$ cat src/rtl/pipeline_ctrl_pkg.sv
// Shared types and constants for the pipeline stall/flush controller.
// Imported by the controller, its interface and the hazard unit.
package pipeline_ctrl_pkg;

  typedef enum logic {
    RUN,
    MD_BUSY
  } ctrl_state_t;

  localparam logic [4:0] REG_ZERO = 5'd0;

  localparam int MD_LATENCY_DEF = 4;

  function automatic int md_cnt_w(input int lat);
    return (lat <= 2) ? 1 : $clog2(lat);
  endfunction

  localparam int MD_CNT_W = md_cnt_w(MD_LATENCY_DEF);

endpackage

$ cat src/rtl/pipeline_ctrl_if.sv
// Hazard inputs and stage control outputs between the
// pipeline datapath and its stall/flush controller.
interface pipeline_ctrl_if;
  import pipeline_ctrl_pkg::*;

  logic       idex_mem_read;
  logic [4:0] idex_rd;
  logic [4:0] ifid_rs1;
  logic [4:0] ifid_rs2;
  logic       ifid_use_rs1;
  logic       ifid_use_rs2;
  logic       branch_taken;
  logic       md_start;
  logic       imem_ready;

  logic       PCWrite;
  logic       IFIDWrite;
  logic       flush;
  logic       idex_bubble;
  logic       idex_hold;
  logic       exmem_bubble;

  modport master (
    input  idex_mem_read, idex_rd,
    input  ifid_rs1, ifid_rs2,
    input  ifid_use_rs1, ifid_use_rs2,
    input  branch_taken, md_start,
    input  imem_ready,
    output PCWrite, IFIDWrite, flush,
    output idex_bubble, idex_hold,
    output exmem_bubble
  );

  modport slave (
    output idex_mem_read, idex_rd,
    output ifid_rs1, ifid_rs2,
    output ifid_use_rs1, ifid_use_rs2,
    output branch_taken, md_start,
    output imem_ready,
    input  PCWrite, IFIDWrite, flush,
    input  idex_bubble, idex_hold,
    input  exmem_bubble
  );

endinterface

$ cat src/rtl/pipeline_ctrl_hazard_detect.sv
// Combinational load-use compare between ID/EX and IF/ID.
// Register x0 never produces a hazard.
module hazard_detect
  import pipeline_ctrl_pkg::*;
(
  input  logic       mem_read_i,
  input  logic [4:0] rd_i,
  input  logic [4:0] rs1_i,
  input  logic [4:0] rs2_i,
  input  logic       use_rs1_i,
  input  logic       use_rs2_i,
  output logic       lu_o
);

  logic hit1;
  logic hit2;

  assign hit1 = use_rs1_i & (rs1_i == rd_i);
  assign hit2 = use_rs2_i & (rs2_i == rd_i);

  assign lu_o = mem_read_i
              & (rd_i != REG_ZERO)
              & (hit1 | hit2);

endmodule

$ cat src/rtl/pipeline_ctrl.sv
// Stall/flush controller for the 5-stage pipeline, with
// mul/div hold sequencing and a saturating stall counter.
module pipeline_ctrl
  import pipeline_ctrl_pkg::*;
#(
  parameter int MD_LATENCY = 4,
  parameter int CNT_W      = 32
) (
  input  logic             clk,
  input  logic             reset,
  pipeline_ctrl_if.master  bus,
  output logic [CNT_W-1:0] stall_cycles
);

  localparam int CW = md_cnt_w(MD_LATENCY);
  localparam logic MD_ON = (MD_LATENCY >= 2);

  ctrl_state_t       state_q, state_d;
  logic [CW-1:0]     cnt_q, cnt_d;
  logic [CNT_W-1:0]  stall_q, stall_d;
  logic              lu;
  logic              pc_wr;
  logic              ifid_wr;
  logic              flush;
  logic              bubble;
  logic              hold;
  logic              ex_bub;

  hazard_detect u_hazard (
    .mem_read_i (bus.idex_mem_read),
    .rd_i       (bus.idex_rd),
    .rs1_i      (bus.ifid_rs1),
    .rs2_i      (bus.ifid_rs2),
    .use_rs1_i  (bus.ifid_use_rs1),
    .use_rs2_i  (bus.ifid_use_rs2),
    .lu_o       (lu)
  );

  always_ff @(posedge clk) begin
    if (!reset) begin
      state_q <= RUN;
      cnt_q   <= '0;
      stall_q <= '0;
    end else begin
      state_q <= state_d;
      cnt_q   <= cnt_d;
      stall_q <= stall_d;
    end
  end

  always_comb begin
    state_d = state_q;
    cnt_d   = cnt_q;
    pc_wr   = 1'b0;
    ifid_wr = 1'b0;
    flush   = 1'b0;
    bubble  = 1'b0;
    hold    = 1'b0;
    ex_bub  = 1'b0;
    if (!reset) begin
      state_d = RUN;
      cnt_d   = '0;
      flush   = 1'b1;
      bubble  = 1'b1;
      ex_bub  = 1'b1;
    end else if (state_q == MD_BUSY && cnt_q != '0) begin
      ifid_wr = 1'b1;
      hold    = 1'b1;
      ex_bub  = 1'b1;
      cnt_d   = cnt_q - 1'b1;
    end else begin
      // The releasing MD_BUSY cycle masks md_start.
      if (state_q == MD_BUSY) state_d = RUN;
      if (bus.branch_taken) begin
        pc_wr  = 1'b1;
        flush  = 1'b1;
        bubble = 1'b1;
      end else if (MD_ON && bus.md_start
                   && state_q == RUN) begin
        ifid_wr = 1'b1;
        hold    = 1'b1;
        ex_bub  = 1'b1;
        cnt_d   = CW'(MD_LATENCY - 2);
        state_d = MD_BUSY;
      end else if (lu) begin
        ifid_wr = 1'b1;
        bubble  = 1'b1;
      end else if (!bus.imem_ready) begin
        flush = 1'b1;
      end else begin
        pc_wr = 1'b1;
      end
    end
  end

  always_comb begin
    stall_d = stall_q;
    if (!pc_wr && stall_q != '1) stall_d = stall_q + 1'b1;
  end

  assign bus.PCWrite      = pc_wr;
  assign bus.IFIDWrite    = ifid_wr;
  assign bus.flush        = flush;
  assign bus.idex_bubble  = bubble;
  assign bus.idex_hold    = hold;
  assign bus.exmem_bubble = ex_bub;
  assign stall_cycles     = stall_q;

endmodule

$ cat src/flat_wrapper.sv
// flat-port wrapper written by rule: the top's interface ports become plain ports
module pipeline_ctrl_flat import pipeline_ctrl_pkg::*;
#(
  parameter int MD_LATENCY = 4,
  parameter int CNT_W      = 32
)
  (clk, reset, stall_cycles, bus_idex_mem_read, bus_idex_rd, bus_ifid_rs1, bus_ifid_rs2, bus_ifid_use_rs1, bus_ifid_use_rs2, bus_branch_taken, bus_md_start, bus_imem_ready, bus_PCWrite, bus_IFIDWrite, bus_flush, bus_idex_bubble, bus_idex_hold, bus_exmem_bubble);
  pipeline_ctrl_if bus_i ();
  input  logic clk;
  input  logic reset;
  output logic [CNT_W-1:0] stall_cycles;
  input wire logic [$bits(bus_i.idex_mem_read)-1:0] bus_idex_mem_read;
  input wire logic [$bits(bus_i.idex_rd)-1:0] bus_idex_rd;
  input wire logic [$bits(bus_i.ifid_rs1)-1:0] bus_ifid_rs1;
  input wire logic [$bits(bus_i.ifid_rs2)-1:0] bus_ifid_rs2;
  input wire logic [$bits(bus_i.ifid_use_rs1)-1:0] bus_ifid_use_rs1;
  input wire logic [$bits(bus_i.ifid_use_rs2)-1:0] bus_ifid_use_rs2;
  input wire logic [$bits(bus_i.branch_taken)-1:0] bus_branch_taken;
  input wire logic [$bits(bus_i.md_start)-1:0] bus_md_start;
  input wire logic [$bits(bus_i.imem_ready)-1:0] bus_imem_ready;
  output wire logic [$bits(bus_i.PCWrite)-1:0] bus_PCWrite;
  output wire logic [$bits(bus_i.IFIDWrite)-1:0] bus_IFIDWrite;
  output wire logic [$bits(bus_i.flush)-1:0] bus_flush;
  output wire logic [$bits(bus_i.idex_bubble)-1:0] bus_idex_bubble;
  output wire logic [$bits(bus_i.idex_hold)-1:0] bus_idex_hold;
  output wire logic [$bits(bus_i.exmem_bubble)-1:0] bus_exmem_bubble;
  assign bus_i.idex_mem_read = bus_idex_mem_read;
  assign bus_i.idex_rd = bus_idex_rd;
  assign bus_i.ifid_rs1 = bus_ifid_rs1;
  assign bus_i.ifid_rs2 = bus_ifid_rs2;
  assign bus_i.ifid_use_rs1 = bus_ifid_use_rs1;
  assign bus_i.ifid_use_rs2 = bus_ifid_use_rs2;
  assign bus_i.branch_taken = bus_branch_taken;
  assign bus_i.md_start = bus_md_start;
  assign bus_i.imem_ready = bus_imem_ready;
  assign bus_PCWrite = bus_i.PCWrite;
  assign bus_IFIDWrite = bus_i.IFIDWrite;
  assign bus_flush = bus_i.flush;
  assign bus_idex_bubble = bus_i.idex_bubble;
  assign bus_idex_hold = bus_i.idex_hold;
  assign bus_exmem_bubble = bus_i.exmem_bubble;
  pipeline_ctrl #(.MD_LATENCY(MD_LATENCY), .CNT_W(CNT_W)) u_core (.clk(clk), .reset(reset), .bus(bus_i), .stall_cycles(stall_cycles));
endmodule
$ cat config.mk
export PLATFORM = sky130hd
export DESIGN_NAME = pipeline_ctrl_flat
export DESIGN_NICKNAME = d
export VERILOG_FILES = /design/src/rtl/pipeline_ctrl_pkg.sv /design/src/rtl/pipeline_ctrl_if.sv /design/src/rtl/pipeline_ctrl_hazard_detect.sv /design/src/rtl/pipeline_ctrl.sv /design/src/flat_wrapper.sv
export SDC_FILE = /design/constraint.sdc
export NUM_CORES = 1
export LEC_CHECK = 0
export CAP_MARGIN = 20
export CORE_AREA = 2 2 81 83
export DETAILED_ROUTE_END_ITERATION = 10
export DIE_AREA = 0 0 83 85
export PLACE_DENSITY_LB_ADDON = 0.12
export SETUP_SLACK_MARGIN = 0.3
export SLEW_MARGIN = 25
export SYNTH_ARGS = -nofsm -noshare
export SYNTH_HDL_FRONTEND = slang
export SYNTH_HIERARCHICAL = 1
export SYNTH_SLANG_ARGS = --single-unit
$ cat constraint.sdc
create_clock -name clk -period 2.5 [get_ports clk]
set_input_delay 0.25 -clock clk [delete_from_list [all_inputs] [get_ports clk]]
set_output_delay 0.25 -clock clk [all_outputs]
set_load 0.02 [all_outputs]
==> impl_results.md, run 1 <==
- Die Ht: 85 um
- WL final: 6050 um
- Int Power: 901 uW
- Fin crit share: 0.848
- Number of global-route vias before repair: 2,058
- Clock tree buffer depth: 2
- Sw Share: 0.262
- Finished Core Util: 0.506
- WHS Path Cells: 2
- CTS Root Cell: clkbuf_8
- TritonRoute pass-1 iters: 4
- Most common cell in the synthesized netlist: dfxtp_1
- Reg2reg end: u_core/stall_cycles[19]
- Row cnt: 29
- Post-synth top cells: dfxtp_1, a21oi_1, nand2_1
- Final setup vio count: 0
- Worst-path maximum fanout: 7
- FF-to-FF path depth: 8
- Final nets: 355
- Sequential Power Share: 0.467
- Max-Cap Viols: 0
- Slew Limit Headroom: 0.650
- Port Buffer Count: 60
- Maximum clock rate: 472 MHz
- Final Hold Fails: 0
- Vias: 2,247
- Worst hold slack: 0.480 ns
- Initial antenna violation count: 0
- Ys flop type: dfxtp_1
- PnR worst setup slack: 0.380 ns
- Cell count after synthesis: 247
- Reg-to-Reg Start: u_core/cnt_q[0]
- Final min period: 2.12 ns
- Congestion Overflow GR: 0
- Fin. max-slew vios: 0
- Clk slew on worst S/H paths: 0.07 ns
- Hpwl dp: 4160 um
- Vias/cell: 5.51
- Crit end category: flop
- Post-synth top area share: 0.340
- Hold Buf Count CTS: 0
- # fillers: 625
- Unrepaired setup endpoints after global routing: yes
- EDFF count, synth: 0
- Peak supply drop: 0.191 mV
- CP startpoint kind: input pin
- Synth unique cells: 45
- Post-Syn Area per Cell: 8.34 um2
- Max Clock Skew: 0.0136 ns
- HP Start: u_core/cnt_q[1]
- Post-synthesis sequential area ratio: 0.340
- Register bit total from synthesis: 35
- DR DRC count: 0
- I/O Pins: 61
- Largest net degree at the start of global routing: 27
- Hold Crit Class: reg -> reg
- Clk sinks: 35
- WS Path Type: in -> reg
- Dpl ws: -0.387 ns
- LEAKAGE: 0.00105 uW
- Synthesis-to-layout area growth: 52.2%
- Die area: 0.00706 mm2
- Global placement routability congestion: 0.772
- Chip width: 83 um
- CP arrival: 2.35 ns
- Ant. Diodes: 0
- Required @ worst endpoint: 2.73 ns
- CTS tree: built
- Initial Utilization: 0.332
- Power Density: 389 mW/mm2
- First-pass GRT wire length: 10,000 um
- Clock power frac: 0.389
- Antenna viol nets, final: 0
- Drt initial violations: 76
- Top cells by area, synth: dfxtp_1, a21oi_1, or4_1, o31ai_1, nand2_1
- Worst Hold Endpoint: u_core/cnt_q[1]
- TritonCTS Buffers: 5
- Post-synth net total: 272
- Worst Tran Pin Value: 0.523 ns
- Layout cell share with drive strength beyond 1: 0.221
- DR WL/cell: 14.8 um
- GRT Total Usage: 0.173
- Post-synth ARST share: 0
- Insertion delay to the later sink of the worst-skew pair: 0.30 ns
- Footprint of the multi-input gates: 0.00144 mm2
- Outcome: finished, final reports clean
- CTS H-tree depth: 2
- Synth area leader: dfxtp_1
- Core ar.: 0.00620 mm2
- Sw power: 320 uW
- Combinational group share of total power: 0.145
- R2R setup slack: 0.39 ns
- Warnings, synthesis: 6
- Synthesized cell area: 0.00206 mm2
- FF/Latch Area: 701 um2
-- sequential cells by signal, indices dropped and copies added, names as in the netlist --
signal,flops
u_core/cnt_q,2
u_core/stall_cycles,32
u_core/state_q,1
-- repair_timing --
| action | 4_1_cts | 5_1_grt |
|---|---|---|
| gates resized for setup | 46 | 35 |
| cloned | 2 | 0 |
| pin swaps | 20 | 21 |
| setup endpoints to repair | 38 | 35 |
| buffers inserted | 1 | 7 |
-- worst max path at each step --
stage / start / endpoint / slack, ns / cells after the start
floorplan: bus_idex_rd[0] / u_core/stall_cycles[6] / 0.36 / 9
global placement: bus_idex_rd[4] / bus_PCWrite / -0.32 / 8
detailed placement: bus_idex_rd[3] / u_core/stall_cycles[18] / -0.39 / 10
CTS: u_core/cnt_q[0] / u_core/stall_cycles[19] / 0.25 / 8
global route: u_core/cnt_q[0] / u_core/stall_cycles[7] / 0.25 / 9
finish: bus_ifid_rs1[4] / u_core/stall_cycles[26] / 0.38 / 12
-- layer usage --
| metal | vias to the layer above | track usage | share of wire |
|---|---|---|---|
| li1 | 1118 | - | - |
| met5 | - | 0 | 0 |
| met1 | 1055 | 0.230 | 0.47 |
| met2 | 68 | 0.279 | 0.47 |
| met4 | 0 | 0.0462 | 0.0094 |
| met3 | 6 | 0.0467 | 0.056 |
-- cell type report --
class                      count  share of cell area
clock inverter                 1             0.00239
clock buffer                   7              0.0307
inverter                       7             0.00838
tap                           77              0.0307
sequential                    35               0.223
multi-input combinational    197               0.460
timing repair buffer          84               0.245
-- cell families (layout without fill, tap and decap cells) --
| family | after synthesis | count (layout) | synth area share |
|---|---|---|---|
| buf+inv | 17 | 99 | 0.0370 |
| compound gates | 71 | 73 | 0.226 |
| flops | 35 | 35 | 0.340 |
| fa+ha+maj | 2 | 2 | 0.0121 |
| xor+xnor | 10 | 10 | 0.0425 |
| mux | 6 | 6 | 0.0291 |
| simple gates | 106 | 106 | 0.313 |
-- layout by cell type, fill, tap and decap left out, types with 4 or more instances in the layout --
cell,count
nor4_2,4
or3_1,10
o31ai_1,11
nand4_1,7
or4_1,12
clkbuf_8,7
inv_1,6
buf_4,19
clkdlybuf4s50_1,41
mux2i_1,6
o21ai_0,13
nand2b_1,9
nand3_1,7
clkbuf_2,7
nand2_1,21
xor2_1,8
dfxtp_1,35
buf_6,5
a21oi_1,25
nor2_1,10
dlygate4sd2_1,6
and4_1,4
-- power groups by stage --
stage               Sequential (uW)  Combinational [uW]  Clock [uW]
floorplan                       587                68.6           0
global placement                583                 160           0
detailed placement              583                 161           0
CTS                             570                 164         483
global route                    571                 192         514
finish                          570                 177         475
-- critical path, stage by stage --
cell	delay [ns]
dlygate4sd2_1	0.24
xor2_1	0.14
nor4_2	0.21
nand3_1	0.12
a21oi_2	0.18
inv_2	0.07
a31oi_4	0.15
buf_12	0.15
buf_6	0.10
o211ai_4	0.11
or4_4	0.51
a21oi_2	0.12
-- through the flow --
stage          cell area, um2  setup TNS, ns  cells  power, uW
6_report                 3140              0    408       1220
3_3_place_gp             2830          -7.55    390        743
2_1_floorplan            2060              0    247        655
3_5_place_dp             2830          -9.26    390        744
4_1_cts                  3010              0    401       1220
5_1_grt                  3140              0    408       1280
Note: power is estimated with default switching activity, not from simulation.
==> run 2: changes to the inputs <==
clock period = 1.95 ns   (was 2.5 ns; I/O delays follow)
==> run 2 against run 1 <==
Effect of this change:
- the flow now finishes with violations (negative setup slack)
- non-clock buffer count is 41 higher
- critical endpoint is now u_core/stall_cycles[19]
- count of clock-buffer cells in the layout is 1 higher
- final cell count is 9.8% higher
- first-iteration DRC count is 12% higher
- hold slack better by 0.019 ns
- sequential share of layout area is 2.8 points lower
- utilization is 8.0 points higher
- clock skew is 0.0065 ns lower
==> impl_results.md, run 2 (synthesis gave the netlist of run 1 again) <==
- Slew Limit Headroom: 0.763 (+0.114)
- Number of global-route vias before repair: 2,196 (+6.7%)
- Outcome: finished, violations left
- CP startpoint kind: input pin
- # fillers: 567 (-9.3%)
- LEAKAGE: 0.00130 uW (+24%)
- Inst Count DP: 418 (+7.2%)
- Dpl ws: -0.866 ns (-0.479 ns)
- Reg2reg end: u_core/stall_cycles[10]
- Row cnt: 29 (unchanged)
- First-pass GRT wire length: 10,500 um (+5.0%)
- Worst Hold Endpoint: u_core/stall_cycles[28]
- GRT Total Usage: 0.179 (+0.00588)
- TritonCTS Buffers: 5 (unchanged)
- R2R setup slack: 0.01 ns (-0.38 ns)
- Die area: 0.00706 mm2 (unchanged)
- HP Start: u_core/stall_cycles[28]
- Hold Crit Class: reg -> reg
- Clock tree buffer depth: 2 (unchanged)
- Initial antenna violation count: 0 (unchanged)
- Port Buffer Count: 60 (unchanged)
- Most frequent cells in the layout: buf_4, clkdlybuf4s50_1, dfxtp_1, a21oi_1, nand2_1
- I/O Pins: 61 (unchanged)
- CTS Root Cell: clkbuf_8
- Vias/cell: 5.33 (-3.2%)
- Fin crit share: 1.03
- Clk sinks: 35 (unchanged)
- WHS Path Cells: 2 (unchanged)
- PnR worst setup slack: -0.0493 ns (-0.429 ns)
- CP max stage delay: 0.50 ns (about the same)
- CP arrival: 2.22 ns (-0.13 ns)
- Clk slew on worst S/H paths: 0.08 ns (about the same)
- Synthesis-to-layout area growth: 76.4%
- Failing checks: negative setup slack
- Reg-to-Reg Start: u_core/stall_cycles[0]
- Commonest non-fill, non-tap cell in the layout: buf_4
- Core ar.: 0.00620 mm2 (unchanged)
- Largest net degree at the start of global routing: 18 (-33%)
- Max Clock Skew: 0.00706 ns (-0.00653 ns)
- Final min period: 2.00 ns
- Required @ worst endpoint: 2.17 ns (-0.56 ns)
- Max reg flops: 32 (unchanged)
- Worst-path maximum fanout: 11 (+4)
- WS Path Type: in -> reg
- DR WL/cell: 14.7 um (-0.75%)
- Worst Tran Pin Value: 0.354 ns (-0.170 ns)
- Die Ht: 85 um (unchanged)
- Congestion Overflow GR: 0 (unchanged)
- Peak supply drop: 0.254 mV (+33%)
- Antenna viol nets, final: 0 (unchanged)
- TritonRoute pass-1 iters: 4 (unchanged)
- Final nets: 395 (+11%)
- Crit-path slowest cell: or4_1
- Hpwl dp: 4380 um (+5.4%)
- Critical path buffer and inverter count: 4 (unchanged)
- Global placement routability congestion: 0.754 (-2.4%)
- Finished Core Util: 0.586 (+0.0805)
- Layout cell share with drive strength beyond 1: 0.391 (+0.170)
- Max-Cap Viols: 0 (unchanged)
- Initial Utilization: 0.332 (unchanged)
- Fin. max-slew vios: 0 (unchanged)
- Drt initial violations: 85 (+12%)
- Worst-path cell chain: buf_6 > buf_6 > xor2_2 > nor4_2 > nand3_1 > a21oi_2 > inv_2 > a31oi_4 > buf_6 > o21ai_4 > or4_1 > a21oi_1
- Hold Buf Count CTS: 0 (unchanged)
- Crit end category: flop
- Final setup vio count: 6 (+6)
- DR DRC count: 0 (unchanged)
- WL final: 6590 um (+9.0%)
- Unrepaired setup endpoints after global routing: yes
- Post-Layout Cell Count: 448 (+9.8%)
- FF-to-FF path depth: 6 (-2)
- CTS H-tree depth: 2 (unchanged)
- Vias: 2,388 (+6.3%)
- Kind of cell adding the most delay to the critical path: simple AND/OR/NAND/NOR gates
- Chip width: 83 um (unchanged)
- Power Density: 436 mW/mm2 (+12%)
- CTS tree: built
- Final Hold Fails: 0 (unchanged)
- Maximum clock rate: 500 MHz
- Insertion delay to the later sink of the worst-skew pair: 0.29 ns (about the same)
- CP most frequent cell: buf_6
- Ant. Diodes: 0 (unchanged)
run 2: cell count changes in the layout (fill, tap and decap cells not counted), moves of 4 or more:
| cell | previous run | this run |
|---|---|---|
| buf_4 | 19 | 51 |
| buf_6 | 5 | 19 |
| buf_2 | 2 | 11 |
| dfxtp_1 | 35 | 27 |
| dfxtp_2 | 0 | 8 |
| clkbuf_2 | 7 | 0 |
| dlygate4sd2_1 | 6 | 2 |
| nor2_1 | 10 | 6 |
run 2: worst max-delay path by stage:
| stage | cells after the start | slack (ns) | startpoint | end |
|---|---|---|---|---|
| 3_5_place_dp | 10 | -0.87 | bus_idex_rd[4] | bus_flush |
| 5_1_grt | 12 | -0.13 | bus_idex_rd[1] | u_core/stall_cycles[23] |
| 2_1_floorplan | 10 | -0.08 | bus_idex_rd[1] | u_core/stall_cycles[24] |
| 3_3_place_gp | 10 | -0.82 | bus_idex_rd[3] | bus_PCWrite |
| 6_report | 12 | -0.05 | bus_idex_rd[1] | u_core/stall_cycles[19] |
| 4_1_cts | 13 | -0.05 | bus_idex_rd[1] | u_core/stall_cycles[25] |
run 2: where the power goes:
part	switching, uW	internal (uW)	total [uW]
Combinational	129	129	259
Sequential	8.55	723	731
Clock	273	323	595
run 2: cell type report:
| cell class | instances | area (um2) | area share |
|---|---|---|---|
| Multi-Input combinational cell | 196 | 1610 | 0.442 |
| Sequential cell | 35 | 711 | 0.195 |
| Tap cell | 77 | 96.3 | 0.0265 |
| Inverter | 7 | 28.8 | 0.00791 |
| Clock buffer | 8 | 100 | 0.0275 |
| Timing Repair Buffer | 125 | 1090 | 0.300 |
run 2: metrics by stage:
stage | cell area [um2] | hold WS (ns) | TNS (ns) | power, uW
after CTS | 3350 | 0.506 | -0.179 | 1580
after global placement | 3120 | 0.473 | -26.49 | 980
final | 3640 | 0.500 | -0.159 | 1590
after floorplan | 2160 | 0.456 | -0.916 | 850
after detailed placement | 3120 | 0.495 | -28.01 | 981
after global routing | 3640 | 0.522 | -1.83 | 1650
run 2: metal layers:
metal  track usage  routed length, um  share of wire
met5             0                  0              0
met3        0.0418                302          0.046
met4        0.0462                 52         0.0079
met2         0.295               3110           0.47
met1         0.238               3130           0.47
run 2: what timing repair did:
action,CTS,global route
pin swaps,20,17
setup endpoints to repair,39,38
gates cloned,1,3
resized for setup,102,44
setup buffers,8,10
run 2: worst min-delay path: stages (launching register included):
cell and delay [ns]:
dfxtp_2 0.34, o31ai_2 0.05, a21oi_1 0.06
==> RTL change, RTL diff (config.mk and constraints of run 2) <==
`MD_LATENCY` is set to 4 in 2 places; all go to 8.
--- a/src/rtl/pipeline_ctrl.sv
+++ b/src/rtl/pipeline_ctrl.sv
@@ -3,7 +3,7 @@
 module pipeline_ctrl
   import pipeline_ctrl_pkg::*;
 #(
-  parameter int MD_LATENCY = 4,
+  parameter int MD_LATENCY = 8,
   parameter int CNT_W      = 32
 ) (
   input  logic             clk,
--- a/src/flat_wrapper.sv
+++ b/src/flat_wrapper.sv
@@ -1,7 +1,7 @@
 // flat-port wrapper written by rule: the top's interface ports become plain ports
 module pipeline_ctrl_flat import pipeline_ctrl_pkg::*;
 #(
-  parameter int MD_LATENCY = 4,
+  parameter int MD_LATENCY = 8,
   parameter int CNT_W      = 32
 )
   (clk, reset, stall_cycles, bus_idex_mem_read, bus_idex_rd, bus_ifid_rs1, bus_ifid_rs2, bus_ifid_use_rs1, bus_ifid_use_rs2, bus_branch_taken, bus_md_start, bus_imem_ready, bus_PCWrite, bus_IFIDWrite, bus_flush, bus_idex_bubble, bus_idex_hold, bus_exmem_bubble);
Check against the original RTL: not equivalent (a bounded check fails within 4 cycles, from zero or initial values and one cycle with reset low).
==> RTL change against run 2 <==
The flow still finishes with violations (setup timing); synthesized cell count is 3.2% higher; wire length is 8.2% higher; sequential cell count is 1 higher; setup slack worse by 20 ps; power is 13% higher; die area stayed put; largest power group unchanged; final area is 7.2% higher; synthesized area is 2.6% higher.
==> RTL change: results (changes against run 2) <==
| Stage | Item | This run | vs run 2 |
| --- | --- | --- | --- |
| timing | Total of endpoints with negative setup slack in the final report | 15 | +9 |
| timing | Aggregate negative setup slack | -518 ps | -358 ps |
| logic synthesis | Total nets after synthesis | 281 | +3.3% |
| drt | Wire length after detailed routing | 7130 microns | +8.2% |
| final layout | Number of non-filler instances in the completed layout | 463 | +3.3% |
| timing | Setup ws final | -69.1 ps | -19.9 ps |
| logic synthesis | Leading cell types by total area after synthesis | sky130_fd_sc_hd__dfxtp_1 (34%), sky130_fd_sc_hd__a21oi_1 (6.4%), sky130_fd_sc_hd__or4_1 (5.0%), sky130_fd_sc_hd__o31ai_1 (4.3%), sky130_fd_sc_hd__o21ai_0 (3.8%) |  |
| global routing | Wire length of the first global-routing pass | 11400 microns | +8.2% |
| worst setup path | Gate family responsible for the most delay along the worst path | buffers and inverters |  |
| global routing | Met3 layer usage reported by global route | 3.70% | -0.49 points |
| final layout | CLK BUF | 6 | -2 |
| outcome | Result of the run | complete, but fails checks |  |
| global routing | GRT Resource Usage Total | 19.4% | +1.4 points |
| power and ir drop | Maximum resistive drop on vdd | 332 uV | +31% |
| worst setup path | Slowest cell on the critical path | sky130_fd_sc_hd__clkdlybuf4s50_1 |  |
| final layout | Area of all placed cells without fillers | 3900 sq um | +7.2% |
| place | Area after detailed placement | 3230 sq um | +3.5% |
| place | Routability-driven placement congestion ratio | 0.839 | +11% |
| worst setup path | Delay of the slowest cell on the worst path | 470 ps | -30 ps |
| drt | DRT met1 WL | 3200 microns | +2.1% |
| final layout | Layout clock area frac | 2.76% | +0.0070 points |
| final layout | Multi-In Gates | 202 | +3.1% |
| global routing | Met1 Track Usage GR | 24.9% | +1.1 points |
| outcome | Violations in the final reports | setup timing |  |
| drt | Total length of routed met2 wires | 3610 microns | +16% |
| global routing | Via count of the first global-routing pass | 2389 | +8.8% |
-- RTL change: kinds of logic (layout without fill, tap and decap cells) --
family / count (synthesis) / in the layout / share of synthesized area, %
AOI/OAI and AO/OA: 66 / 68 / 19.0
xor gates and xnor gates: 11 / 11 / 4.56
adders and majority gates: 3 / 3 / 1.78
buffers and inverters: 20 / 148 / 4.97
DFF: 36 / 36 / 34.1
muxes: 7 / 7 / 3.32
and+or+nand+nor: 112 / 113 / 32.3
-- RTL change: what timing repair did --
action,CTS,global route
endpoints found under the setup margin,38,44
buffers inserted,16,8
resized for setup,109,56
pin swaps,36,36
gates cloned,4,0
-- RTL change: power by group through the flow --
stage	Combinational (mW)	Sequential [mW]	Clock, mW
2_1_floorplan	0.121	0.779	0
3_3_place_gp	0.284	0.769	0
3_5_place_dp	0.289	0.770	0
4_1_cts	0.344	0.755	0.690
5_1_grt	0.398	0.758	0.712
6_report	0.372	0.756	0.671
